`config.mk`:
```
export PLATFORM = sky130hd
export DESIGN_NAME = auto_play_sequencer
export DESIGN_NICKNAME = d
export VERILOG_FILES = /design/src/rtl/auto_play_sequencer.sv
export SDC_FILE = /design/constraint.sdc
export NUM_CORES = 1
export LEC_CHECK = 0
export CAP_MARGIN = 20
export CORE_MARGIN = 2
export CORE_UTILIZATION = 63
export DETAILED_ROUTE_END_ITERATION = 10
export HOLD_SLACK_MARGIN = 0.03
export PLACE_DENSITY_LB_ADDON = 0.3
export SLEW_MARGIN = 0
export SYNTH_ARGS = -nofsm -noshare
export SYNTH_HDL_FRONTEND = slang
export SYNTH_SLANG_ARGS = --single-unit
export TNS_END_PERCENT = 1
```
`constraint.sdc`:
```
create_clock -name clk -period 3.6 [get_ports clk]
set_input_delay 0.72 -clock clk [delete_from_list [all_inputs] [get_ports clk]]
set_output_delay 0.72 -clock clk [all_outputs]
set_load 0.02 [all_outputs]
```
`src/rtl/auto_play_sequencer.sv`:
```
// Melody sequencer: walks a song ROM of (index, beats) entries and drives the tone table index.
// Optional build macro AUTOPLAY_LOOP_EN: restart from entry 0 at end of song instead of idling.
module auto_play_sequencer #(
  parameter  int BEAT_CYCLES = 12500000,
  parameter  int GAP_CYCLES  = 1250000,
  parameter  int SONG_LEN    = 32,
  localparam int AW = (SONG_LEN > 1) ? $clog2(SONG_LEN) : 1,
  localparam int BW = (BEAT_CYCLES > 1) ? $clog2(BEAT_CYCLES) : 1,
  localparam int GW = (GAP_CYCLES > 1) ? $clog2(GAP_CYCLES) : 1
) (
  input  logic          clk,
  input  logic          rst,
  input  logic          start,
  input  logic          pause,
  input  logic          stop,
  input  logic [4:0]    manualKey,
  output logic [AW-1:0] songAddr,
  input  logic [7:0]    songData,
  output logic [4:0]    autoPlayIndex,
  output logic          playing,
  output logic          done
);

  // state  | meaning
  // IDLE   | waiting for start
  // FETCH  | address presented, ROM read in flight
  // LOAD   | ROM word sampled: end of song or latch note
  // NOTE   | latched index sounding for beats_left beats
  // GAP    | silent gap after a note
  // PAUSED | everything frozen, resume target held in saved_state
  typedef enum logic [2:0] {
    IDLE, FETCH, LOAD, NOTE, GAP, PAUSED
  } state_t;

  localparam logic [BW-1:0] BEAT_LAST = BW'(BEAT_CYCLES - 1);
  localparam logic [GW-1:0] GAP_LAST  = GW'(GAP_CYCLES - 1);
  localparam logic [AW-1:0] ADDR_LAST = AW'(SONG_LEN - 1);

  state_t        state, state_nxt;
  state_t        saved_state, saved_nxt;
  logic [AW-1:0] addr_nxt;
  logic [4:0]    note_idx, idx_nxt;
  logic [2:0]    beats_left, beats_nxt;
  logic [BW-1:0] beat_cnt, beat_nxt;
  logic [GW-1:0] gap_cnt, gap_nxt;
  logic [4:0]    index_nxt;
  logic          done_nxt;
  logic          end_song;

  assign playing = (state == FETCH) || (state == LOAD) || (state == NOTE) || (state == GAP);

  always_ff @(posedge clk or posedge rst) begin
    if (rst) begin
      state         <= IDLE;
      saved_state   <= IDLE;
      songAddr      <= '0;
      note_idx      <= '0;
      beats_left    <= '0;
      beat_cnt      <= '0;
      gap_cnt       <= '0;
      autoPlayIndex <= '0;
      done          <= 1'b0;
    end else begin
      state         <= state_nxt;
      saved_state   <= saved_nxt;
      songAddr      <= addr_nxt;
      note_idx      <= idx_nxt;
      beats_left    <= beats_nxt;
      beat_cnt      <= beat_nxt;
      gap_cnt       <= gap_nxt;
      autoPlayIndex <= index_nxt;
      done          <= done_nxt;
    end
  end

  always_comb begin
    state_nxt = state;
    saved_nxt = saved_state;
    addr_nxt  = songAddr;
    idx_nxt   = note_idx;
    beats_nxt = beats_left;
    beat_nxt  = beat_cnt;
    gap_nxt   = gap_cnt;
    done_nxt  = 1'b0;
    end_song  = 1'b0;

    case (state)
      IDLE: begin
        if (start) begin
          addr_nxt  = '0;
          state_nxt = FETCH;
        end
      end
      FETCH: state_nxt = LOAD;
      LOAD: begin
        if (songData[2:0] == 3'd0) begin
          end_song = 1'b1;
        end else begin
          idx_nxt   = songData[7:3];
          beats_nxt = songData[2:0];
          beat_nxt  = '0;
          state_nxt = NOTE;
        end
      end
      NOTE: begin
        // note length is duration x BEAT_CYCLES built from two nested counters
        if (beat_cnt == BEAT_LAST) begin
          beat_nxt  = '0;
          beats_nxt = beats_left - 3'd1;
          if (beats_left == 3'd1) begin
            gap_nxt   = '0;
            state_nxt = GAP;
          end
        end else begin
          beat_nxt = beat_cnt + 1'b1;
        end
      end
      GAP: begin
        if (gap_cnt == GAP_LAST) begin
          gap_nxt = '0;
          if (songAddr == ADDR_LAST) begin
            end_song = 1'b1;
          end else begin
            addr_nxt  = songAddr + 1'b1;
            state_nxt = FETCH;
          end
        end else begin
          gap_nxt = gap_cnt + 1'b1;
        end
      end
      PAUSED: begin
        if (start) state_nxt = saved_state;
      end
      default: state_nxt = IDLE;
    endcase

    if (end_song) begin
      done_nxt = 1'b1;
`ifdef AUTOPLAY_LOOP_EN
      // an empty entry 0 would loop forever without ever sounding, so stop there
      if (state == LOAD && songAddr == '0) begin
        state_nxt = IDLE;
      end else begin
        addr_nxt  = '0;
        state_nxt = FETCH;
      end
`else
      state_nxt = IDLE;
`endif
    end

    // pausing keeps this cycle's counter progress; resume continues from saved_state
    if (stop) begin
      state_nxt = IDLE;
      addr_nxt  = '0;
      beats_nxt = '0;
      beat_nxt  = '0;
      gap_nxt   = '0;
      done_nxt  = 1'b0;
    end else if (pause && playing && !end_song) begin
      saved_nxt = state_nxt;
      state_nxt = PAUSED;
    end

    if (manualKey != 5'd0)     index_nxt = manualKey;
    else if (state_nxt == NOTE) index_nxt = idx_nxt;
    else                        index_nxt = 5'd0;
  end

endmodule

```
==> results.md <==
* Status: complete, no violations
* Dominant register cell in the synthesized netlist: dfrtp_1
* Count of port buffers added during placement at 29
* ANT cells at 0
* Netlist area before placement at 3830 um2
* Number of detailed-routing iterations run before antenna repair at 5
* Flops & latches, synth at 70
* Core Region at about 5900 um2
* Synthesized netlist net count at 429
* Wire length of the first global-routing pass at about 14000 um
* Hold-fix buffer count after cts at 0
* Critical register-to-register path startpoint: beat_cnt[7]
* Setup clock skew after layout at between 0.009 and 0.01 ns
* Vias post-DR at approximately 3200
* Effective utilization at floorplan at 65.0%
* Number of nets with antenna violations after detailed routing at 0
* Static leakage at ~0.0019 uW
* Area Overhead vs Synth at 15.7%
* Path type of the worst min-delay path: flop to flop
* Fraction of the cycle the final worst path needs at between 70% and 80%
* Setup bufs post-CTS at 0
* Most instantiated library cell after synthesis: dfrtp_1
* Average wire length per cell after detail routing at about 16 um
* Via count of the first global-routing pass at approximately 3000
* Launching element of the worst setup path: songData[0]
* Clock tree from TritonCTS: yes
* Crit Path Category: primary input to flop
* Relative max-transition margin at slightly below 50%
* Number of unique standard cell types used by synthesis at 61
* Die outline width at around 82 um
* Final weighted congestion in routability-driven placement at about 0.89
* Highest net fanout along the worst path at 6
* Number of gates resized after cts at 0
* Syn Inst Count at approximately 410
* Count of pins over their slew limit at 0
* TritonCTS Sinks at 70
* Post-CTS clock slew at the launch and capture registers of the worst setup and hold paths at roughly 0.08 ns
* Aggregate negative setup slack at 0 ns
* Top cells by count, synth: dfrtp_1, nor2_1, nand2_1
* Area share of the largest cell type after synthesis at roughly 46%
* HPWL after detailed placement at around 5600 um
* P per Cell Area at just under 500 nW/um2
* Global-route total usage across every layer at approximately 27%
* Part of the Yosys area used for sequential elements at a little under half
* Peak supply drop at ~0.37 mV
* Largest cells by area after synthesis: dfrtp_1, nor2_1, nand2_1, xnor2_1, o21ai_1
* Share of async-settable or async-resettable flops after synthesis at between 90% and 100%
* Crit end category: flop
* Post-route total power at approximately 2200 uW
* First DRT Iteration DRCs at around 270
* Number of antenna violations at the first check in global routing at 0
* Unrepaired setup endpoints after global routing: no
* Post-Place Cell Area at 4180 um2
* Maximum number of pins on one net before global-route repair at 39
* Launch point of the worst hold path: gap_cnt[7]
* Cell type with the largest total area after synthesis: dfrtp_1
* Min Clock Period, post-route at 2.80 ns
* Number of buffer and inverter stages on the critical path at 1
* Die Ht at slightly above 80 um
* Net count, final at ~460
* Number of top-level design ports at 30
* Residual overflow from global routing at 0
* Post-detailed-route DRC marker count at 0
* Clock buffer count from CTS at 9
* Vias per std cell at 6.26
* Number of flops mapped to enable cells by yosys at 0
* Worst path slowest cell: or4_4
* Total Routed Length at between 8000 and 9000 um
* Clock insertion delay at the later pin of the skew report at 0.35 ns
* Share of final-layout standard cells stronger than drive strength 1 at 10.5%
* Placement Rows at 28
* DIE AREA at between 6000 and 7000 um2
* Most prevalent standard cell on the critical path: a21oi_1
* Endpoint arrival time on the critical path at slightly above 3 ns
* Critical path cell sequence: clkdlybuf4s50_1 > or4_4 > and3_1 > a21oi_1 > a21oi_1 > a211o_4 > a41o_1
* Top cell family by delay on the critical path: compound AO/OA/AOI/OAI gates
* Library cell used as clock root buffer: clkbuf_8
* Synth Area per Inst at between 9 and 10 um2
* H-tree depth at 3
* Required time at the worst-slack endpoint at 3.85 ns
* Slew at the pin closest to its max-slew limit at a little under 0.8 ns
* Final number of setup-violating endpoints at 0
* Number of buffers on the longest clock path at 2
* Crit-path max cell delay at around 0.6 ns
* Yosys warning total at 0
* Crit path launch type: primary input
* Peak clock frequency supported by timing at ~0.36 GHz
* Final std cell area, no fill at 4430 um2
* Final hold violation count at 0
* Max-cap viol count at 0
-- flip-flops by register name, summed over array words and instances (netlist names) --
| signal | flops |
|---|---|
| state | 3 |
| beat_cnt | 24 |
| gap_cnt | 21 |
| done | 1 |
| songAddr | 5 |
| note_idx | 5 |
| autoPlayIndex | 5 |
| saved_state | 3 |
| beats_left | 3 |
-- layer usage --
metal | vias up | global-route usage [%] | wire [um]
li1 | 1532 | - | -
met4 | 0 | 11.8 | 180
met5 | - | 0 | 0
met3 | 17 | 4.51 | 356
met2 | 99 | 41.3 | 3950
met1 | 1561 | 37.6 | 3760
-- stage by stage --
stage	util, %	cells	hold slack, ns	worst slack (ns)
2_1_floorplan	-	405	0.442	1.11
3_3_place_gp	70.7	496	0.463	0.624
3_5_place_dp	71.0	497	0.476	0.570
4_1_cts	75.2	513	0.488	0.847
5_1_grt	75.2	513	0.513	0.756
6_report	75.2	513	0.487	0.804
-- worst reg2reg max path, stage by stage, from the launching register on --
cell	delay [ns]
dfrtp_1	0.44
or4_1	0.54
or4_4	0.49
o21ai_0	0.22
a31o_2	0.53
o31ai_1	0.19
a22o_1	0.23
-- layout by cell type (no fill, tap or decap), types with 10 or more instances in the layout --
cell type	instances
a21oi_1	16
clkbuf_8	10
clkdlybuf4s50_1	29
dfrtp_1	70
inv_1	11
nand2_1	35
nand3_1	16
nand4_1	12
nor2_1	36
nor3_1	13
o21ai_0	19
o21ai_1	23
o31ai_1	11
xnor2_1	14
xor2_1	10
-- cell families after synthesis --
kind of cell,Yosys count,synth area share [%]
buffers and inverters,29,3.63
AND/OR/NAND/NOR,171,24.5
multiplexers,8,2.32
flip-flops,70,45.8
adder cells (fa/ha/maj),6,1.96
XOR/XNOR,24,5.49
AO/OA/AOI/OAI,97,16.3
-- worst paths after layout --
check	cells after the start	slack, ns	endpoint
worst max-delay path	7	0.80	autoPlayIndex[0]
worst min-delay path	1	0.49	gap_cnt[7]
worst max register to register	6	0.85	beats_left[2]
worst min register to register	1	0.49	gap_cnt[7]
max in group asynchronous	3	2.18	beat_cnt[2]
min in group asynchronous	2	0.79	gap_cnt[10]
-- report_power, final --
group / switching, uW / internal (uW)
sequential: 64.1 / 859
combinational: 274 / 200
clock: 310 / 481
total: 648 / 1540
-- layout make-up --
cell class	count	area (um2)
clock inverter	5	106
clock buffer	11	141
sequential	70	1750
tap	75	93.8
timing repair buffer	34	348
fill	418	1460
inverter	12	45.0
multi-input combinational	306	1940
No activity file was read; power rests on OpenSTA's default activity.
